<file path="src/rtl/cpu_pkg.sv">
// Shared CPU front-end definitions: PC width/reset defaults and next-PC source encoding.
package cpu_pkg;

  localparam int unsigned XLEN_DEFAULT      = 32;
  localparam logic [31:0] RESET_VEC_DEFAULT = 32'h0000_0000;
  localparam int unsigned INSTR_BYTES       = 4;

  // Next-PC source; decode uses the same encoding.
  typedef enum logic [2:0] {
    SRC_SEQ,
    SRC_BR,
    SRC_J,
    SRC_JR,
    SRC_RET
  } src_e;

endpackage

</file>
<file path="src/rtl/pc_sequencer_if.sv">
// Request/response bundle between the control path (master) and the PC sequencer (slave).
interface pc_sequencer_if
  import cpu_pkg::*;
#(
  parameter int unsigned XLEN      = XLEN_DEFAULT,
  parameter int unsigned RAS_DEPTH = 4
);

  logic                         stall;
  logic                         branch_taken;
  logic [15:0]                  branch_offset;
  logic                         jump;
  logic [25:0]                  jump_target;
  logic                         jump_reg;
  logic [XLEN-1:0]              reg_target;
  logic                         link;
  logic                         ret;
  logic [XLEN-1:0]              pc;
  logic [XLEN-1:0]              pc_plus4;
  logic                         redirect;
  logic                         misalign;
  logic [$clog2(RAS_DEPTH):0]   ras_count;
  logic                         ras_empty;

  modport master (
    output stall, branch_taken, branch_offset, jump, jump_target, jump_reg, reg_target,
           link, ret,
    input  pc, pc_plus4, redirect, misalign, ras_count, ras_empty
  );

  modport slave (
    input  stall, branch_taken, branch_offset, jump, jump_target, jump_reg, reg_target,
           link, ret,
    output pc, pc_plus4, redirect, misalign, ras_count, ras_empty
  );

endinterface

</file>
<file path="src/rtl/ras_stack.sv">
// Circular return-address stack; a push when full overwrites the oldest entry.
module ras_stack #(
  parameter int unsigned DEPTH = 4,
  parameter int unsigned WIDTH = 32
) (
  input  logic                       clk,
  input  logic                       rst,
  input  logic                       push,
  input  logic                       pop,
  input  logic [WIDTH-1:0]           din,
  output logic [WIDTH-1:0]           top,
  output logic [$clog2(DEPTH):0]     count
);

  localparam int unsigned PW = $clog2(DEPTH);
  localparam int unsigned CW = PW + 1;

  logic [WIDTH-1:0] mem_q [DEPTH];
  logic [PW-1:0]    sp_q, sp_d, wr_idx, top_idx;
  logic [CW-1:0]    count_q, count_d;
  logic             do_pop;

  // sp_q points at the next free slot; the top lives one below it.
  assign top_idx = sp_q - PW'(1);
  assign top     = mem_q[top_idx];
  assign count   = count_q;

  always_comb begin
    do_pop  = pop && (count_q != '0);
    sp_d    = sp_q;
    count_d = count_q;
    wr_idx  = sp_q;
    if (push && do_pop) begin
      wr_idx = top_idx;
    end else if (push) begin
      sp_d = sp_q + PW'(1);
      if (count_q != CW'(DEPTH)) count_d = count_q + CW'(1);
    end else if (do_pop) begin
      sp_d    = top_idx;
      count_d = count_q - CW'(1);
    end
  end

  always_ff @(posedge clk) begin
    if (rst) begin
      sp_q    <= '0;
      count_q <= '0;
    end else begin
      sp_q    <= sp_d;
      count_q <= count_d;
    end
  end

  always_ff @(posedge clk) begin
    if (!rst && push) mem_q[wr_idx] <= din;
  end

endmodule

</file>
<file path="src/rtl/pc_sequencer.sv">
// Architectural PC register with prioritised next-PC selection and a return-address stack.
module pc_sequencer
  import cpu_pkg::*;
#(
  parameter int unsigned     XLEN      = XLEN_DEFAULT,
  parameter logic [XLEN-1:0] RESET_VEC = XLEN'(RESET_VEC_DEFAULT),
  parameter int unsigned     RAS_DEPTH = 4
) (
  input logic           clk,
  input logic           rst,
  pc_sequencer_if.slave bus
);

  logic [XLEN-1:0]              pc_q, pc_d, pc_plus4, br_target, j_target, jr_raw, ras_top;
  logic                         redirect_q, redirect_d, misalign_q, misalign_d;
  logic                         ras_push, ras_pop, ras_empty;
  logic [$clog2(RAS_DEPTH):0]   ras_count;
  src_e                         src;

  assign pc_plus4  = pc_q + XLEN'(INSTR_BYTES);
  assign br_target = pc_plus4 + {{(XLEN-18){bus.branch_offset[15]}}, bus.branch_offset, 2'b00};
  assign j_target  = {pc_plus4[XLEN-1:28], bus.jump_target, 2'b00};
  assign ras_empty = (ras_count == '0);

  // A stalled cycle must leave the RAS untouched as well as the PC.
  assign ras_push = !rst && !bus.stall && bus.link && (bus.jump || bus.jump_reg);
  assign ras_pop  = !rst && !bus.stall && bus.jump_reg && bus.ret;

  ras_stack #(
    .DEPTH (RAS_DEPTH),
    .WIDTH (XLEN)
  ) u_ras (
    .clk   (clk),
    .rst   (rst),
    .push  (ras_push),
    .pop   (ras_pop),
    .din   (pc_plus4),
    .top   (ras_top),
    .count (ras_count)
  );

  always_comb begin
    src = SRC_SEQ;
    if (bus.jump_reg)          src = (bus.ret && !ras_empty) ? SRC_RET : SRC_JR;
    else if (bus.jump)         src = SRC_J;
    else if (bus.branch_taken) src = SRC_BR;
  end

  always_comb begin
    jr_raw = (src == SRC_RET) ? ras_top : bus.reg_target;
    case (src)
      SRC_BR:          pc_d = br_target;
      SRC_J:           pc_d = j_target;
      SRC_JR, SRC_RET: pc_d = {jr_raw[XLEN-1:2], 2'b00};
      default:         pc_d = pc_plus4;
    endcase
    redirect_d = (src != SRC_SEQ);
    misalign_d = bus.jump_reg && (jr_raw[1:0] != 2'b00);
  end

  always_ff @(posedge clk) begin
    if (rst) begin
      pc_q       <= RESET_VEC;
      redirect_q <= 1'b0;
      misalign_q <= 1'b0;
    end else if (bus.stall) begin
      misalign_q <= 1'b0;
    end else begin
      pc_q       <= pc_d;
      redirect_q <= redirect_d;
      misalign_q <= misalign_d;
    end
  end

  assign bus.pc        = pc_q;
  assign bus.pc_plus4  = pc_plus4;
  assign bus.redirect  = redirect_q;
  assign bus.misalign  = misalign_q;
  assign bus.ras_count = ras_count;
  assign bus.ras_empty = ras_empty;

endmodule
</file>
<file path="src/flat_wrapper.sv">
// flat-port wrapper written by rule: the top's interface ports become plain ports
module pc_sequencer_flat import cpu_pkg::*;
#(
  parameter int unsigned     XLEN      = XLEN_DEFAULT,
  parameter logic [XLEN-1:0] RESET_VEC = XLEN'(RESET_VEC_DEFAULT),
  parameter int unsigned     RAS_DEPTH = 4
)
  (clk, rst, bus_stall, bus_branch_taken, bus_branch_offset, bus_jump, bus_jump_target, bus_jump_reg, bus_reg_target, bus_link, bus_ret, bus_pc, bus_pc_plus4, bus_redirect, bus_misalign, bus_ras_count, bus_ras_empty);
  pc_sequencer_if #(.XLEN(XLEN), .RAS_DEPTH(RAS_DEPTH)) bus_i ();
  input logic clk;
  input logic rst;
  input wire logic [$bits(bus_i.stall)-1:0] bus_stall;
  input wire logic [$bits(bus_i.branch_taken)-1:0] bus_branch_taken;
  input wire logic [$bits(bus_i.branch_offset)-1:0] bus_branch_offset;
  input wire logic [$bits(bus_i.jump)-1:0] bus_jump;
  input wire logic [$bits(bus_i.jump_target)-1:0] bus_jump_target;
  input wire logic [$bits(bus_i.jump_reg)-1:0] bus_jump_reg;
  input wire logic [$bits(bus_i.reg_target)-1:0] bus_reg_target;
  input wire logic [$bits(bus_i.link)-1:0] bus_link;
  input wire logic [$bits(bus_i.ret)-1:0] bus_ret;
  output wire logic [$bits(bus_i.pc)-1:0] bus_pc;
  output wire logic [$bits(bus_i.pc_plus4)-1:0] bus_pc_plus4;
  output wire logic [$bits(bus_i.redirect)-1:0] bus_redirect;
  output wire logic [$bits(bus_i.misalign)-1:0] bus_misalign;
  output wire logic [$bits(bus_i.ras_count)-1:0] bus_ras_count;
  output wire logic [$bits(bus_i.ras_empty)-1:0] bus_ras_empty;
  assign bus_i.stall = bus_stall;
  assign bus_i.branch_taken = bus_branch_taken;
  assign bus_i.branch_offset = bus_branch_offset;
  assign bus_i.jump = bus_jump;
  assign bus_i.jump_target = bus_jump_target;
  assign bus_i.jump_reg = bus_jump_reg;
  assign bus_i.reg_target = bus_reg_target;
  assign bus_i.link = bus_link;
  assign bus_i.ret = bus_ret;
  assign bus_pc = bus_i.pc;
  assign bus_pc_plus4 = bus_i.pc_plus4;
  assign bus_redirect = bus_i.redirect;
  assign bus_misalign = bus_i.misalign;
  assign bus_ras_count = bus_i.ras_count;
  assign bus_ras_empty = bus_i.ras_empty;
  pc_sequencer #(.XLEN(XLEN), .RESET_VEC(RESET_VEC), .RAS_DEPTH(RAS_DEPTH)) u_core (.clk(clk), .rst(rst), .bus(bus_i));
endmodule
</file>
<file path="config.mk">
export PLATFORM = sky130hd
export DESIGN_NAME = pc_sequencer_flat
export DESIGN_NICKNAME = d
export VERILOG_FILES = /design/src/rtl/cpu_pkg.sv /design/src/rtl/pc_sequencer_if.sv /design/src/rtl/ras_stack.sv /design/src/rtl/pc_sequencer.sv /design/src/flat_wrapper.sv
export SDC_FILE = /design/constraint.sdc
export NUM_CORES = 1
export LEC_CHECK = 0
export CAP_MARGIN = 5
export CORE_MARGIN = 2
export CORE_UTILIZATION = 49
export DETAILED_ROUTE_END_ITERATION = 10
export GPL_TIMING_DRIVEN = 0
export HOLD_SLACK_MARGIN = 0.12
export PLACE_DENSITY = 0.87
export SYNTH_ARGS = -nofsm -noshare
export SYNTH_HDL_FRONTEND = slang
export SYNTH_SLANG_ARGS = --single-unit
</file>
<file path="constraint.sdc">
create_clock -name clk -period 6.3 [get_ports clk]
set_clock_uncertainty 0.05 [all_clocks]
set_input_delay 1.26 -clock clk [delete_from_list [all_inputs] [get_ports clk]]
set_output_delay 1.26 -clock clk [all_outputs]
set_load 0.01 [all_outputs]
</file>
== After elaboration in Yosys (flattened, before gate mapping) ==
Memory sizes are Yosys's and may differ from the RTL's.
Index checks and enable logic that the tools add are counted.

* Bits in writable memories: 128
* Output and inout port bits: 70
* Bits in registers: 39
* Memories: 1
* Word-level logic and storage cells: 56
* Bits of input ports: 82

* Add/subtract/negate cells: 6
* Bitwise logic cells: 1
* Reduce and logical (&&, ||, !) cells: 23
* Equality and inequality tests: 6
* Mux-type cells: 14

{| class="wikitable"
|+ Memories
! name !! depth !! bits a word !! rd ports !! clocked after Yosys merged registers in !! wr ports !! RTL line !! RTL
|-
| u_core.u_ras.mem_q || 4 || 32 || 1 || 0 || 1 || ras_stack.sv:18 || <nowiki>logic [WIDTH-1:0] mem_q [DEPTH];</nowiki>
|}

{| class="wikitable"
|+ Operators with widths
! kind !! number
|-
| 32-bit case mux with 3 select lines || 1
|-
| 32-bit by 3-bit adder with 32-bit output, second input constant || 1
|-
| 32-bit adder || 1
|-
| 32-bit two-way mux || 1
|-
| 3-bit two-way mux || 6
|-
| 1-bit logical AND || 10
|-
| 3-bit by 2-bit == test with 1-bit output, second input constant || 2
|-
| 2-bit two-way mux || 3
|-
| 3-bit nonzero test || 2
|-
| 2-bit nonzero test || 2
|-
| 2-bit OR reduction || 2
|-
| 3-bit by 1-bit adder with 3-bit output, second input constant || 1
|-
| 3-bit by 1-bit == test with 1-bit output, second input constant || 1
|-
| 3-bit == test, second input constant || 1
|-
| 1-bit logical NOT || 3
|-
| 3-bit logical NOT || 1
|-
| 1-bit two-way mux || 3
|-
| 3-bit != test, second input constant || 1
|-
| 3-bit AND reduction || 1
|-
| 3-bit by 1-bit subtractor with 3-bit output, second input constant || 1
|-
| 2-bit by 1-bit adder with 2-bit output, second input constant || 1
|-
| 2-bit by 1-bit != test with 1-bit output, second input constant || 1
|-
| 2-bit AND reduction || 1
|-
| 2-bit by 1-bit subtractor with 2-bit output, second input constant || 1
|-
| 2 further kinds || 2
|}

== Longest topological paths before layout ==
Gate-level depths: netlist (run 1).

* Word-level depth: 9
* Depth in mapped cells: 17
* Mapped depth without buffers: 15

== By module ==
A second synthesis (run 1) with hierarchy kept.

* Cells, all modules: 853
* Area total of the unflattened synthesis: 9495.4 um2

{| class="wikitable"
|+ By module, submodules not included
! module !! cells an instance !! area each (um2) !! times used
|-
| ras_stack || 219 || 5039.8 || 1
|-
| pc_sequencer || 634 || 4455.5 || 1
|}

== Worst setup path before layout (run 1) ==
Ideal clock, no wire load.

* Path type: input to register
* From: input bus_stall
* To: memory u_core.u_ras.mem_q[0][10], enable pin
* Setup time: 0.492 ns
* Cell stages on the path: 9
* Slack: 0.152 ns
* Required time: 5.758 ns
* Arrival: 5.606 ns
* Cells stage by stage: clkbuf_1 -> clkinv_1 -> nand2_1 -> nor2_1 -> nand2_1 -> inv_1 -> ha_1 -> nor2b_1 -> nor4_1

* Cells in the longest elaborated chain, start to end: 7
* Elaborated cells on any way between the ends: 12
* Those cells by class: mux (3); reduce/logical (9)

{| class="wikitable"
|+ RTL lines
! element !! RTL line !! RTL
|-
| start: declaration || flat_wrapper.sv:12 || <nowiki>input wire logic [$bits(bus_i.stall)-1:0] bus_stall;</nowiki>
|-
| 1-bit logical NOT (*) || pc_sequencer.sv:26, pc_sequencer.sv:27 ||
|-
| 1-bit logical AND (*) || pc_sequencer.sv:26, pc_sequencer.sv:27 ||
|-
| 1-bit logical AND (on tied branches) (2 in series) || pc_sequencer.sv:26, pc_sequencer.sv:27 ||
|-
| 1-bit logical AND (on tied branches) || ras_stack.sv:55, ras_stack.sv:29 ||
|-
| 1-bit two-way mux or 1-bit logical AND (tied branches) || ras_stack.sv:55, ras_stack.sv:33 ||
|-
| 1-bit two-way mux (implied by the code) or 2-bit two-way mux (tied branches) || ras_stack.sv:55, ras_stack.sv:33 ||
|-
| end: declaration || ras_stack.sv:18 ||
|}

Mark *: on every way between the ends. The rest lies on a longest branch, timed or not.

== Final worst setup path (run 1) ==
* From: input bus_ret
* To: memory u_core.u_ras.mem_q[0][20], enable pin

* Cells in the longest elaborated chain, start to end: 4

{| class="wikitable"
|+ RTL lines
! element !! RTL line !! RTL
|-
| start: declaration || flat_wrapper.sv:20 || <nowiki>input wire logic [$bits(bus_i.ret)-1:0] bus_ret;</nowiki>
|-
| 1-bit logical AND || pc_sequencer.sv:27 || <nowiki>assign ras_pop = !rst && !bus.stall && bus.jump_reg && bus.ret;</nowiki>
|-
| 1-bit logical AND || ras_stack.sv:29 || <nowiki>do_pop = pop && (count_q != '0);</nowiki>
|-
| 1-bit logical AND || ras_stack.sv:33 || <nowiki>if (push && do_pop) begin</nowiki>
|-
| 2-bit two-way mux || ras_stack.sv:33 ||
|}

Every way passes these cells.

==> results of run 1 <==
synthesized netlist by cell type, types with 5 or more instances:
cell type / instances / share of area (%)
a211oi_1: 18 / 1.5
a21o_1: 16 / 1.3
a21oi_1: 56 / 3.1
a221oi_1: 6 / 0.58
a22oi_1: 5 / 0.41
a311oi_1: 8 / 0.77
a31oi_1: 12 / 0.83
and2_1: 5 / 0.35
and3_1: 5 / 0.35
buf_4: 5 / 0.41
clkbuf_1: 35 / 1.5
dfxtp_1: 37 / 8.2
edfxtp_1: 120 / 40
ha_1: 39 / 5.4
inv_1: 17 / 0.70
mux2i_1: 7 / 0.77
mux4_2: 30 / 7.5
nand2_1: 118 / 4.9
nand2b_1: 7 / 0.48
nand3_1: 25 / 1.4
nand4_1: 13 / 0.90
nor2_1: 64 / 2.7
nor2b_1: 5 / 0.35
nor3_1: 14 / 0.77
o211ai_1: 7 / 0.58
o21ai_0: 38 / 2.1
o221ai_1: 5 / 0.48
o31ai_1: 5 / 0.41
xnor2_1: 32 / 3.1
xor2_1: 25 / 2.4
registers in the layout, summed over array words and instances, names as in the netlist:
signal               count
u_core.u_ras.sp_q        2
u_core.bus.misalign      1
u_core.u_ras.mem_q     120
u_core.u_ras.count       3
u_core.bus.pc           30
u_core.bus.redirect      1
cell type report:
type,count,area share (%)
well taps,229,2.49
flip-flops and latches,157,37.8
repair buffers,155,13.6
plain buffers,47,1.73
multi-input cells,625,39.0
inverters,18,0.587
clock inverters,15,1.11
clock buffers,17,3.70
worst paths after layout:
path	start	to	slack [ns]	depth (start not counted)
setup reg to reg	u_core.bus.pc[7]	u_core.bus.pc[29]	1.70	14
hold / removal	u_core.bus.redirect	u_core.bus.redirect	0.47	2
hold reg to reg	u_core.bus.redirect	u_core.bus.redirect	0.47	2
setup / recovery	bus_ret	u_core.u_ras.mem_q[0][20]	1.14	12
cell families (layout without fill, tap and decap cells):
group                      after synthesis  in the layout  synth area share [%]
other                                    1              4                0.0414
adders and majority gates               41             41                  5.83
AOI/OAI and AO/OA                      212            212                  15.5
muxes                                   38             38                  8.36
DFF                                    157            157                  47.9
and+or+nand+nor                        272            272                  13.7
xor gates and xnor gates                58             58                  5.69
buffers and inverters                   65            252                  2.94
stage by stage:
stage                     std cells  worst slack [ns]  total power [mW]
after detailed placement       1231             0.797              1.82
after global placement         1221             -2.97              1.80
after floorplan                 847             0.152              1.55
final                          1263              1.14              2.79
after CTS                      1263              1.23              2.77
after global routing           1263              1.01              2.88
tightest hold or removal path: stages, from the launching register on:
cell	delay, ns
dfxtp_1	0.34
nand2_1	0.06
o21ai_0	0.06
routing by layer:
| metal | GRT usage (%) | vias to the layer above | wire, um |
|---|---|---|---|
| met5 | 0 | - | 0 |
| met4 | 12.6 | 0 | 1230 |
| met3 | 5.23 | 114 | 3090 |
| met2 | 49.0 | 580 | 13900 |
| met1 | 39.5 | 3851 | 11100 |
| li1 | - | 3543 | - |
power breakdown:
part,internal (mW),switching (mW)
clock,0.516,0.455
sequential,1.15,0.0365
combinational,0.272,0.356
==> metrics.md, run 1 <==
| Metric | Value |
|---|---|
| Run status | complete, no violations |
| Post-synthesis register bit count | 157 |
| Full die area | 0.0196 mm2 |
| Fillers | 1421 |
| Area Overhead vs Synth | 27.0% |
| Bufs and invs on worst path | 7 |
| Wirelength per Cell | 23.3 um |
| Worst hold path class | flip-flop to flip-flop |
| TritonCTS clock tree | yes |
| Asr flop ratio synth | 0% |
| Mapped Avg Cell Area | 10.7 um2 |
| Crit path max fanout | 10 |
| # resized after CTS | 0 |
| Number of global-route vias before repair | 7667 |
| Arrival time of the worst setup path | 5.26 ns |
| Most used cell along the critical path | buf_4 |
| Max Freq | 194 MHz |
| Worst slew pin tran | 1.01 ns |
| Std-Cell Rows | 49 |
| Tot GR Track Use | 29.9% |
| Most used DFF post-synth | edfxtp_1 |
| Leak | 4.22 nW |
| Most frequent cells in the layout | clkdlybuf4s50_1, edfxtp_1, nand2_1, nor2_1, a21oi_1 |
| Gate count of the mapped netlist | 844 |
| Top delay family on crit path | buffers and inverters |
| Ys Warns | 0 |
| Critical Path RT | 6.39 ns |
| Layout cells sized above 1 | 9.19% |
| Setup Buffers After CTS | 0 |
| DRT iter0 DRCs | 981 |
| Peak VDD IR | 0.213 mV |
| Final setup fails | 0 |
| PwrDens | 242 mW/mm2 |
| Unrepaired setup endpoints after global routing | no |
| Core area | 0.0180 mm2 |
| CTS Buffer Depth | 2 |
| ANT cells | 0 |
| Num CTS Buffers | 17 |
| Residual DRC count | 0 |
| CP max-delay cell | clkbuf_1 |
| Crit-path cells | clkdlybuf4s50_1 > nor2b_1 > clkbuf_1 > clkbuf_1 > nand3_1 > inv_1 > ha_1 > nor2b_1 > nor4_2 > buf_4 > buf_4 > buf_4 |
| Routability congestion estimate from global placement | 0.991 |
| Total Neg Setup Slack | 0 ns |
| Largest net degree at the start of global routing | 22 |
| Hold violation total from the final report | 0 |
| Die width | 140 um |
| Final net count | 1144 |
| Max Cap Violations | 0 |
| CTS Hold Bufs | 0 |
| Final core utilization | 63.8% |
| Detailed Route WL | 29400 um |
| Startpoint types | input port |
| Antenna Nets Post-Route | 0 |
| First-pass DRT Iterations | 5 |
| Crit Path Category | input port to flip-flop |
| EDFF count, synth | 120 |
| Clock Latency Late Sink | 0.44 ns |
| Grt ovf | 0 |
| FF+latch area | 0.00434 mm2 |
| Worst-path clk slew | 0.07 ns |
| Commonest non-fill, non-tap cell in the layout | clkdlybuf4s50_1 |
| Die Y-Extent | 140 um |
| Tcrit/Tclk final | 81.9% |
| Max incr delay on CP | 0.72 ns |
| Initial antenna violation count | 0 |
| Min Hold Slack | 0.466 ns |
| Max-slew violations | 0 |
| CP Capture Type | flip-flop |
| Starting Density | 50.3% |
| CTS root buffer | clkbuf_16 |
| CTS HTree Levels | 4 |
| First-pass GRT wire length | 44200 um |
| Dpl cell area | 0.0110 mm2 |
| Ports | 152 |
| Post-detail-place hpwl | 22000 um |
| Number of I/O port buffers | 145 |
| Footprint of the multi-input gates | 0.00449 mm2 |
| Crit path time final | 5.16 ns |
| Vias | 8088 |
| Slew Limit Headroom | 32.5% |
| Final Instance Area | 0.0115 mm2 |
| CTS sink count | 157 |
| Via density | 6.40 |
| Number of library cell types mapped by synthesis | 69 |
| Post-synthesis sequential area ratio | 47.9% |
| Synthesized area | 0.00906 mm2 |
(Power assumes the default switching activity.)
==> inputs of run 2 (changes only) <==
CORE_UTILIZATION = 50   (was 49)
PLACE_DENSITY = 0.86   (was 0.87)
clock period = 5.42 ns   (was 6.3 ns; I/O delays follow)
==> metrics.md, run 2 (synthesis results as in run 1) <==
| Metric | Value |
|---|---|
| Core area | 0.0178 mm2 |
| Ports | 152 |
| CTS root buffer | clkbuf_16 |
| Residual DRC count | 0 |
| Startpoint types | input port |
| Arrival time of the worst setup path | 5.19 ns |
| Detailed Route WL | 29800 um |
| Unrepaired setup endpoints after global routing | no |
| Grt ovf | 0 |
| Die Y-Extent | 139 um |
| Tot GR Track Use | 30.5% |
| Routability congestion estimate from global placement | 0.979 |
| Bufs and invs on worst path | 7 |
| Vias | 8026 |
| Number of global-route vias before repair | 7680 |
| Max-slew violations | 0 |
| First-pass GRT wire length | 44700 um |
| Std-Cell Rows | 49 |
| Largest Register | u_core.u_ras.mem_q |
| Peak VDD IR | 0.212 mV |
| Most used cell along the critical path | buf_4 |
| Clock Latency Late Sink | 0.43 ns |
| Crit Path Category | input port to flip-flop |
| Leak | 4.21 nW |
| Worst setup path startpoint | bus_ret |
| CP Capture Type | flip-flop |
| Wirelength per Cell | 23.6 um |
| ANT cells | 0 |
| Worst-path clk slew | 0.06 ns |
| Max incr delay on CP | 0.70 ns |
| Num CTS Buffers | 17 |
| # resized after CTS | 0 |
| Min setup slack post-route | 0.311 ns |
| Run status | complete, no violations |
| PwrDens | 281 mW/mm2 |
| CP max-delay cell | clkbuf_1 |
| Antenna Nets Post-Route | 0 |
| Crit path time final | 5.11 ns |
| Worst slew pin tran | 1.06 ns |
| Dpl cell area | 0.0109 mm2 |
| Post-detail-place hpwl | 22000 um |
| Final net count | 1144 |
| Layout cells sized above 1 | 8.80% |
| CTS sink count | 157 |
| Number of I/O port buffers | 145 |
| Most frequent cells in the layout | clkdlybuf4s50_1, edfxtp_1, nand2_1, nor2_1, a21oi_1 |
| Via density | 6.35 |
| Crit path max fanout | 10 |
| Tot Pwr | 3.23 mW |
| CTS HTree Levels | 4 |
| TritonCTS clock tree | yes |
| Max Freq | 196 MHz |
| DRT iter0 DRCs | 975 |
| Area Overhead vs Synth | 26.7% |
| Critical Path RT | 5.50 ns |
| Final Instance Area | 0.0115 mm2 |
| CTS Hold Bufs | 0 |
| Commonest non-fill, non-tap cell in the layout | clkdlybuf4s50_1 |
| Final setup fails | 0 |
| Crit-path cells | clkdlybuf4s50_1 > nor2b_1 > clkbuf_1 > clkbuf_1 > nand3_1 > inv_1 > ha_1 > nor2b_1 > nor4_2 > buf_4 > buf_4 > buf_4 |
| Tcrit/Tclk final | 94.3% |
| Hold Crit Start | u_core.bus.pc[18] |
| Top delay family on crit path | buffers and inverters |
| CTS Buffer Depth | 2 |
| Hold violation total from the final report | 0 |
| Setup Buffers After CTS | 0 |
| Initial antenna violation count | 0 |
| Slew Limit Headroom | 29.0% |
| Worst hold path class | flip-flop to flip-flop |
| Largest net degree at the start of global routing | 22 |
| Place WS | -0.120 ns |
| Die width | 139 um |
| Max reg flops | 120 |
| FF-to-FF Start | u_core.bus.pc[4] |
| Max Cap Violations | 0 |
| Starting Density | 50.8% |
| Min Hold Slack | 0.515 ns |
| Full die area | 0.0192 mm2 |
| First-pass DRT Iterations | 5 |
==> run 2: final cells by class <==
type | instances | area [um2]
flip-flops and latches | 157 | 4340
clock inverters | 10 | 91.3
multi-input cells | 625 | 4490
repair buffers | 155 | 1560
clock buffers | 22 | 444
inverters | 18 | 67.6
well taps | 229 | 287
plain buffers | 47 | 199
fillers | 1371 | 6360
==> run 2: final timing paths <==
| path | end | slack, ns | cells after the start |
|---|---|---|---|
| min reg2reg | u_core.bus.pc[18] | 0.52 | 2 |
| max reg2reg | u_core.bus.pc[24] | 0.75 | 15 |
| min | u_core.bus.pc[18] | 0.52 | 2 |
| max | u_core.u_ras.mem_q[2][22] | 0.31 | 12 |
==> run 2: metrics by stage <==
stage | std cells | setup TNS, ns | utilization, %
final | 1263 | 0 | 64.3
after global routing | 1263 | 0 | 64.3
after CTS | 1263 | 0 | 64.3
after detailed placement | 1231 | -0.956 | 61.3
after global placement | 1221 | -302.03 | 60.6
after floorplan | 847 | -33.13 | -
==> run 2: worst register-to-register path: cells and delay by family, from the launching register on <==
kind	cells	cell delay, ns
AO/OA/AOI/OAI	7	1.70
AND/OR/NAND/NOR	4	0.91
XOR/XNOR	1	0.60
flip-flops	1	0.53
adder cells (fa/ha/maj)	1	0.36
multiplexers	1	0.28
buffers and inverters	1	0.19
==> run 2: layer usage <==
metal / global-route usage (%) / part of all wire [%] / vias to the layer above
li1: - / - / 3550
met3: 5.97 / 11 / 91
met2: 49.5 / 46 / 565
met5: 0 / 0 / -
met1: 40.5 / 38 / 3820
met4: 12.7 / 3.8 / 0
==> run 2: power breakdown <==
part	total (mW)	switching (mW)	internal, mW
combinational	0.732	0.416	0.316
sequential	1.38	0.0428	1.34
clock	1.11	0.484	0.631
total	3.23	0.943	2.29
==> inputs of run 3 (changes only) <==
CAP_MARGIN = 15   (was 5)
GPL_ROUTABILITY_DRIVEN = 0   (was not set)
REMOVE_ABC_BUFFERS = 1   (was not set)
==> metrics.md, run 3 (synthesis results as in run 1) <==
| Metric | Value |
|---|---|
| Residual DRC count | 0 |
| CTS root buffer | clkbuf_16 |
| Final Instance Area | 0.0114 mm2 |
| Hold violation total from the final report | 0 |
| Full die area | 0.0192 mm2 |
| Bufs and invs on worst path | 5 |
| Worst-path clk slew | 0.06 ns |
| CTS Hold Bufs | 0 |
| Top delay family on crit path | buffers and inverters |
| CP Capture Type | flip-flop |
| Reg2Reg Setup Slack | 0.98 ns |
| CTS Buffer Depth | 2 |
| Num CTS Buffers | 17 |
| Unrepaired setup endpoints after global routing | no |
| First-pass GRT wire length | 41100 um |
| Vias | 7685 |
| Largest net degree at the start of global routing | 38 |
| Grt ovf | 0 |
| Max incr delay on CP | 1.03 ns |
| Hold path cells | 2 |
| Crit-path cells | dlygate4sd2_1 > inv_1 > nand2_1 > nor2_1 > nand2_1 > inv_1 > ha_1 > nor2b_1 > nor4_2 > buf_4 > buf_4 |
| Run status | complete, no violations |
| Clock Latency Late Sink | 0.43 ns |
| Tcrit/Tclk final | 99.3% |
| PwrDens | 287 mW/mm2 |
| Initial antenna violation count | 0 |
| Crit path max fanout | 23 |
| Wirelength per Cell | 21.5 um |
| Area Overhead vs Synth | 25.9% |
| Crit path time final | 5.38 ns |
| Largest Register | u_core.u_ras.mem_q |
| Worst slew pin tran | 1.24 ns |
| Peak VDD IR | 0.238 mV |
| Min setup slack post-route | 0.0373 ns |
| Startpoint types | input port |
| TritonCTS clock tree | yes |
| Hold Crit Start | u_core.bus.redirect |
| CTS sink count | 157 |
| Arrival time of the worst setup path | 5.47 ns |
| Non-Filler Instances | 1221 |
| CP max-delay cell | dlygate4sd2_1 |
| Starting Density | 50.8% |
| ANT cells | 0 |
| First-pass DRT Iterations | 5 |
| Number of I/O port buffers | 147 |
| Min Hold Slack | 0.444 ns |
| Final setup fails | 0 |
| Crit Path Category | input port to flip-flop |
| FF-to-FF Start | u_core.bus.pc[11] |
| Ports | 152 |
| Reg-to-Reg End | u_core.bus.pc[30] |
| Antenna Nets Post-Route | 0 |
| Number of global-route vias before repair | 7591 |
| CTS HTree Levels | 4 |
| Post-detail-place hpwl | 18700 um |
| Core area | 0.0178 mm2 |
| Max reg flops | 120 |
| Max-slew violations | 0 |
| Worst Hold End | u_core.bus.redirect |
| Layout cells sized above 1 | 9.58% |
| Detailed Route WL | 26300 um |
| Std-Cell Rows | 49 |
| Dpl cells | 1189 |
| Setup Buffers After CTS | 0 |
| Dpl cell area | 0.0108 mm2 |
| Tot Pwr | 3.27 mW |
| Slew Limit Headroom | 17.4% |
| Leak | 4.18 nW |
| Most frequent cells in the layout | clkdlybuf4s50_1, edfxtp_1, nand2_1, nor2_1, a21oi_1 |
| Die Y-Extent | 139 um |
| Die width | 139 um |
| DRT iter0 DRCs | 809 |
| Tot GR Track Use | 27.5% |
| Worst hold path class | flip-flop to flip-flop |
| Via density | 6.29 |
| Max Cap Violations | 0 |
| Final net count | 1102 |
| Max Freq | 186 MHz |
| Number of cells on the worst reg-to-reg path | 15 |
| Commonest non-fill, non-tap cell in the layout | clkdlybuf4s50_1 |
| Critical Path RT | 5.51 ns |
| Place WS | -0.510 ns |
run 3: cell count changes in the layout (fill, tap and decap cells not counted), sizes merged:
cell           previous run  this run
buf                      22        14
bufinv                    1         2
clkbuf                   57        18
clkdlybuf4s50           145       144
clkinvlp                  2         3
dlygate4sd2               0         1
inv                      18        21
run 3: tightest hold or removal path: stages (launching register included):
cell and delay [ns]:
dfxtp_1 0.33, nand2_1 0.05, o21ai_0 0.06
run 3: area by class of cell:
cell class | count | area (um2)
timing repair buffer | 160 | 1620
clock inverter | 15 | 161
multi-input combinational | 625 | 4500
clock buffer | 17 | 425
sequential | 157 | 4350
inverter | 18 | 67.6
fill | 1316 | 6430
tap | 229 | 287
run 3: stage by stage:
step,TNS (ns),util (%)
global placement,-397.97,59.6
finish,0,63.9
global route,0,63.9
CTS,0,64.0
floorplan,-45.26,-
detailed placement,-45.25,60.7
run 3: layer usage:
layer  share of wire, %  track usage (%)  up-vias
li1                   -                -     3466
met1                 39             35.4     3637
met2                 46             43.2      476
met3                9.7             6.98      106
met4                4.9             15.0        0
met5                  0                0        -
run 3: worst max-delay path by stage:
stage | from | end | slack [ns] | depth (start not counted)
6_report | rst | u_core.u_ras.mem_q[2][13] | 0.04 | 11
5_1_grt | rst | u_core.u_ras.mem_q[0][13] | 0.02 | 12
4_1_cts | bus_stall | u_core.u_ras.mem_q[0][13] | 0.20 | 12
3_5_place_dp | bus_stall | u_core.u_ras.mem_q[2][9] | -0.51 | 11
3_3_place_gp | bus_stall | u_core.u_ras.mem_q[0][4] | -4.77 | 9
2_1_floorplan | bus_ret | u_core.u_ras.mem_q[0][10] | -0.75 | 6
run 3: power breakdown:
part	switching [mW]	leakage, nW	internal [mW]	total [mW]
Sequential	0.0516	1.40	1.34	1.39
Clock	0.502	0.279	0.684	1.19
Combinational	0.377	2.51	0.318	0.695
run 3: what timing repair did:
action	4_1_cts	5_1_grt
setup endpoints to repair	71	80
endpoints found under the hold margin	0	0
resized for setup	2	2
==> patch 1 (config.mk and constraints of run 3) <==
`RAS_DEPTH` is set to 4 in 3 places; all go to 2.
--- a/src/rtl/pc_sequencer_if.sv
+++ b/src/rtl/pc_sequencer_if.sv
@@ -5,3 +5,3 @@
   parameter int unsigned XLEN      = XLEN_DEFAULT,
-  parameter int unsigned RAS_DEPTH = 4
+  parameter int unsigned RAS_DEPTH = 2
 );
--- a/src/rtl/pc_sequencer.sv
+++ b/src/rtl/pc_sequencer.sv
@@ -6,3 +6,3 @@
   parameter logic [XLEN-1:0] RESET_VEC = XLEN'(RESET_VEC_DEFAULT),
-  parameter int unsigned     RAS_DEPTH = 4
+  parameter int unsigned     RAS_DEPTH = 2
 ) (
--- a/src/flat_wrapper.sv
+++ b/src/flat_wrapper.sv
@@ -5,3 +5,3 @@
   parameter logic [XLEN-1:0] RESET_VEC = XLEN'(RESET_VEC_DEFAULT),
-  parameter int unsigned     RAS_DEPTH = 4
+  parameter int unsigned     RAS_DEPTH = 2
 )
Ports: changed (resized bus_ras_count); port bits go from 152 to 151. The function was not compared with the original's and may differ.
==> patch 1 against run 3 <==
Power shrank 37%. Synthesized cell count shrank 15%. Combinational power decreased by 17%. Cell count shrank 17%. Design area down 25%. Sequential cell count fell by 62. Utilization rose by 3.1 points. Sequential power decreased by 39%. Wire length down 20%. Area after synthesis fell by 28%. Setup slack improved by 390 ps. Critical endpoint is now u_core.bus.pc[27]. Largest power group unchanged. Highest routed layer unchanged.
==> patch 1: results (changes against run 3) <==
* Outcome: complete, no violations
* M3 GR Usage at 4.730% (-2.2 points)
* Latest clock arrival within the worst-skew pair at 360 ps (-70 ps)
* Number of enable flip-flop cells after synthesis at 60 (-50%)
* Crit path from: u_core.bus.pc[2]
* DR vias at 6434 (-16%)
* Distinct cells, synth at 63 (-8.7%)
* GR Util met2 at 48.06% (+4.9 points)
* CP arrival at 5170 ps (-300 ps)
* Worst path max stage delay at 650 ps (-380 ps)
* Min-Delay Startpoint: u_core.bus.pc[9]
* H-tree level count at 3 (-1)
* Met2 WL post-DR at 9752 µm (-20%)
* Hpwl dp at 14480 µm (-23%)
* Wl on met1 at 8677 µm (-16%)
* Reg2reg end: u_core.bus.pc[27]
* Resize count post-CTS at 0 (-2)
* Int Pwr at 1.434 mW (-39%)
* Filler instances at 1054 (-20%)
* Fraction of layout cells with a size suffix above 1 at 4.959% (-4.6 points)
* Sequential-to-total area share from yosys stat at 38.12% (-9.8 points)
* Met3 Routed Length at 1920 µm (-25%)
* First-pass GRT wire length at 32540 µm (-21%)
* Wire per inst at 20.60 µm (-4.3%)
* Met1 Usage GRT at 39.30% (+3.9 points)
* Peak supply drop at 0.0001885 V (-21%)
* CP top delay family: compound AO/OA/AOI/OAI gates
* Crit path kind: register to register
* Initial antenna violation count at 0 (unchanged)
* WHS Endpoint: u_core.bus.pc[9]
* Reg2Reg Depth at 16 (+1)
* Max FFs per register at 60 (-50%)
* Slowest cell on crit path: nor4_1
* Flop2flop setup slack at 430 ps (-550 ps)
* Total GRT Usage at 29.63% (+2.1 points)
* Worst Max-Slew Pin Slew at 1253 ps (+12.98 ps)
* Initial DRC Count at 584 (-28%)
* LEAKAGE at 3.169 nW (-24%)
* Total CTS buffers at 9 (-8)
* Vias in the first global route at 6035 (-20%)
* Final net count at 963 (-13%)
* Worst-path fanout max at 7 (-70%)
patch 1: stage by stage:
| stage | instances | cell area, µm² | setup WS (ps) | hold slack [ps] |
|---|---|---|---|---|
| 3_5_place_dp | 1001 | 8210 | 353.0 | 438.5 |
| 2_1_floorplan | 677 | 6396 | 1357 | 437.1 |
| 6_report | 1019 | 8532 | 428.5 | 444.5 |
| 5_1_grt | 1019 | 8532 | 38.68 | 486.9 |
| 3_3_place_gp | 995 | 8073 | -1816 | 432.2 |
| 4_1_cts | 1017 | 8499 | 485.8 | 446.0 |
patch 1: power by group through the flow:
stage	Sequential (mW)	Clock, mW	Combinational (mW)
2_1_floorplan	0.861	0	0.304
3_3_place_gp	0.863	0	0.539
3_5_place_dp	0.859	0	0.561
4_1_cts	0.843	0.640	0.568
5_1_grt	0.848	0.670	0.628
6_report	0.845	0.638	0.580
patch 1: kinds of logic (layout without fill, tap and decap cells):
family	count (synthesis)	count (layout)	share of synthesized area, %
AO/OA/AOI/OAI	220	220	21.61
XOR/XNOR	51	51	7.090
adder cells (fa/ha/maj)	39	39	7.547
buffers and inverters	65	193	4.059
flip-flops	95	95	38.12
multiplexers	34	34	5.203
other	1	4	0.05712
AND/OR/NAND/NOR	211	211	16.31
patch 1: area by class of cell:
type | count | area share [%]
Timing Repair Buffer | 154 | 18.92
Multi-Input combinational cell | 559 | 44.82
Inverter | 23 | 1.012
Clock inverter | 2 | 0.1613
Tap cell | 172 | 2.522
Clock buffer | 14 | 3.226
Sequential cell | 95 | 29.34
patch 1: worst min-delay path, stage by stage (launching register included):
cell	delay, ps
dfxtp_1	330
nand2_1	50
o21ai_0	60
==> patch 2 (config.mk and constraints of run 3) <==
Without the edit above. Reset style: asynchronous (`rst`), changed in 2 clocked blocks.
--- a/src/rtl/ras_stack.sv
+++ b/src/rtl/ras_stack.sv
@@ -43,3 +43,3 @@
 
-  always_ff @(posedge clk) begin
+  always_ff @(posedge clk or posedge rst) begin
     if (rst) begin
--- a/src/rtl/pc_sequencer.sv
+++ b/src/rtl/pc_sequencer.sv
@@ -60,3 +60,3 @@
 
-  always_ff @(posedge clk) begin
+  always_ff @(posedge clk or posedge rst) begin
     if (rst) begin
Function: differs if rst is asserted again (counterexample within 4 cycles, from zero or initial values and one cycle with rst high); with rst held inactive, the same outputs for 4 cycles.
==> patch 2 against run 3 <==
Non-clock buffer count is 1 higher. Global-route usage down 0.80 points. Area after synthesis increased by 2.6%. Design area increased by 1.8%. Sequential cell count stayed put. Wire length fell by 1.0%. Setup slack improved by 520 ps. Critical endpoint is now bus_pc_plus4[26].
Power is not compared: it rests on default switching activity, and its combinational part moved more than twofold at a synthesized area within 25%.
==> patch 2: results (changes against run 3) <==
* Final net count at 1099 (-0.27%)
* Placed inst area at 0.01107 mm² (+2.3%)
* Initial DRC Count at 759 (-6.2%)
* Post-synth ARST share at 23.57% (+24 points)
* Post-synthesis mux area share at 8.281% (-0.075 points)
* Max FFs per register at 120 (unchanged)
* Outcome: complete, no violations
* Sequential-to-total area share from yosys stat at 48.74% (+0.79 points)
* Flop2flop setup slack at ~970 ps
* Largest net degree at the start of global routing at 49 (+29%)
* Synth cell count leaders: 137 x nand2_1, 120 x edfxtp_1, 54 x a21oi_1
* Post-layout min period at 4858 ps (-524.9 ps)
* First-pass DRT Iterations at 6 (+1)
* Top reg by flops: u_core.u_ras.mem_q
* Synth area leaders: edfxtp_1 39%, dfrtp_1 10%, mux4_2 7.3%
* Resize count post-CTS at 0 (-2)
* Wire per inst at 21.36 µm (-0.77%)
* First-pass GRT wire length at 40380 µm (-1.7%)
* Post-synthesis adder-cell area fraction at 5.682% (-0.15 points)
* Fraction of layout cells with a size suffix above 1 at 10.62% (+1.0 points)
* CTS clock-pin slew for the worst setup and hold paths at 60 ps (about the same)
* Total GRT Usage at 26.75% (-0.80 points)
* Vias in the first global route at 7368 (-2.9%)
* Peak supply drop at ~0.00027 V
* Worst path max stage delay at 660 ps (-370 ps)
* Hpwl dp at 18530 µm (-1.1%)
* Hold slack final at 472.9 ps (+29.11 ps)
* Worst-path fanout max at 8 (-65%)
* Distinct cells, synth at 75 (+8.7%)
* IO buf count at 147 (unchanged)
* Latest clock arrival within the worst-skew pair at 440 ps
* Relative slew slack at 35.01% (+18 points)
* LEAKAGE at 4.352 nW
* Compound-Gate Fraction of Synth Area at 14.65% (-0.80 points)
* CP top delay family: simple AND/OR/NAND/NOR gates
* DP Worst Slack at 688.9 ps (+1199 ps)
* Slowest cell on crit path: clkdlybuf4s50_1
* H-tree level count at 4 (unchanged)
* Post-synthesis xor/xnor area fraction at 4.793% (-0.90 points)
* DR vias at 7561 (-1.6%)
==> patch 2: per-stage QoR <==
stage                     std cells  power, mW
after global placement         1172      3.593
after CTS                      1218      4.786
final                          1218      4.797
after detailed placement       1186      3.672
after global routing           1218      5.034
after floorplan                 796      2.912
==> patch 2: worst reg2reg max path, delay by kind of cell (launching register included) <==
kind | cells | cell delay, ps
AO/OA/AOI/OAI | 6 | 1470
adder cells (fa/ha/maj) | 1 | 390
XOR/XNOR | 1 | 580
flip-flops | 1 | 540
AND/OR/NAND/NOR | 5 | 1290
==> patch 2: worst paths after layout <==
check	from	endpoint	cells after the start
worst min-delay path	u_core.bus.redirect	u_core.bus.redirect	2
min in group asynchronous	rst	u_core.bus.misalign	2
worst max-delay path	u_core.bus.pc[4]	bus_pc_plus4[26]	7
worst max register to register	u_core.bus.pc[4]	u_core.bus.pc[31]	13
worst min register to register	u_core.bus.redirect	u_core.bus.redirect	2
max in group asynchronous	rst	u_core.u_ras.sp_q[1]	2
==> patch 2: per-layer routing <==
layer | share of wire [%] | wire (µm) | vias to the layer above | GRT usage, %
met3 | 8.1 | 2111 | 54 | 5.983
met2 | 47 | 12280 | 356 | 42.78
met4 | 2.6 | 683 | 0 | 10.47
met1 | 42 | 10950 | 3721 | 35.84
li1 | - | - | 3430 | -
met5 | 0 | 0 | - | 0
==> patch 2: area by class of cell <==
class | instances | area, µm²
timing repair buffer | 161 | 1650
sequential | 157 | 4532
tap | 229 | 286.5
clock buffer | 22 | 444.2
fill | 1338 | 6479
multi-input combinational | 618 | 4522
clock inverter | 10 | 93.84
inverter | 21 | 78.83
==> patch 2: report_power, final <==
group          switching, mW  internal (mW)
sequential             0.228           1.49
clock                  0.487          0.629
combinational           1.01          0.956
total                   1.72           3.07
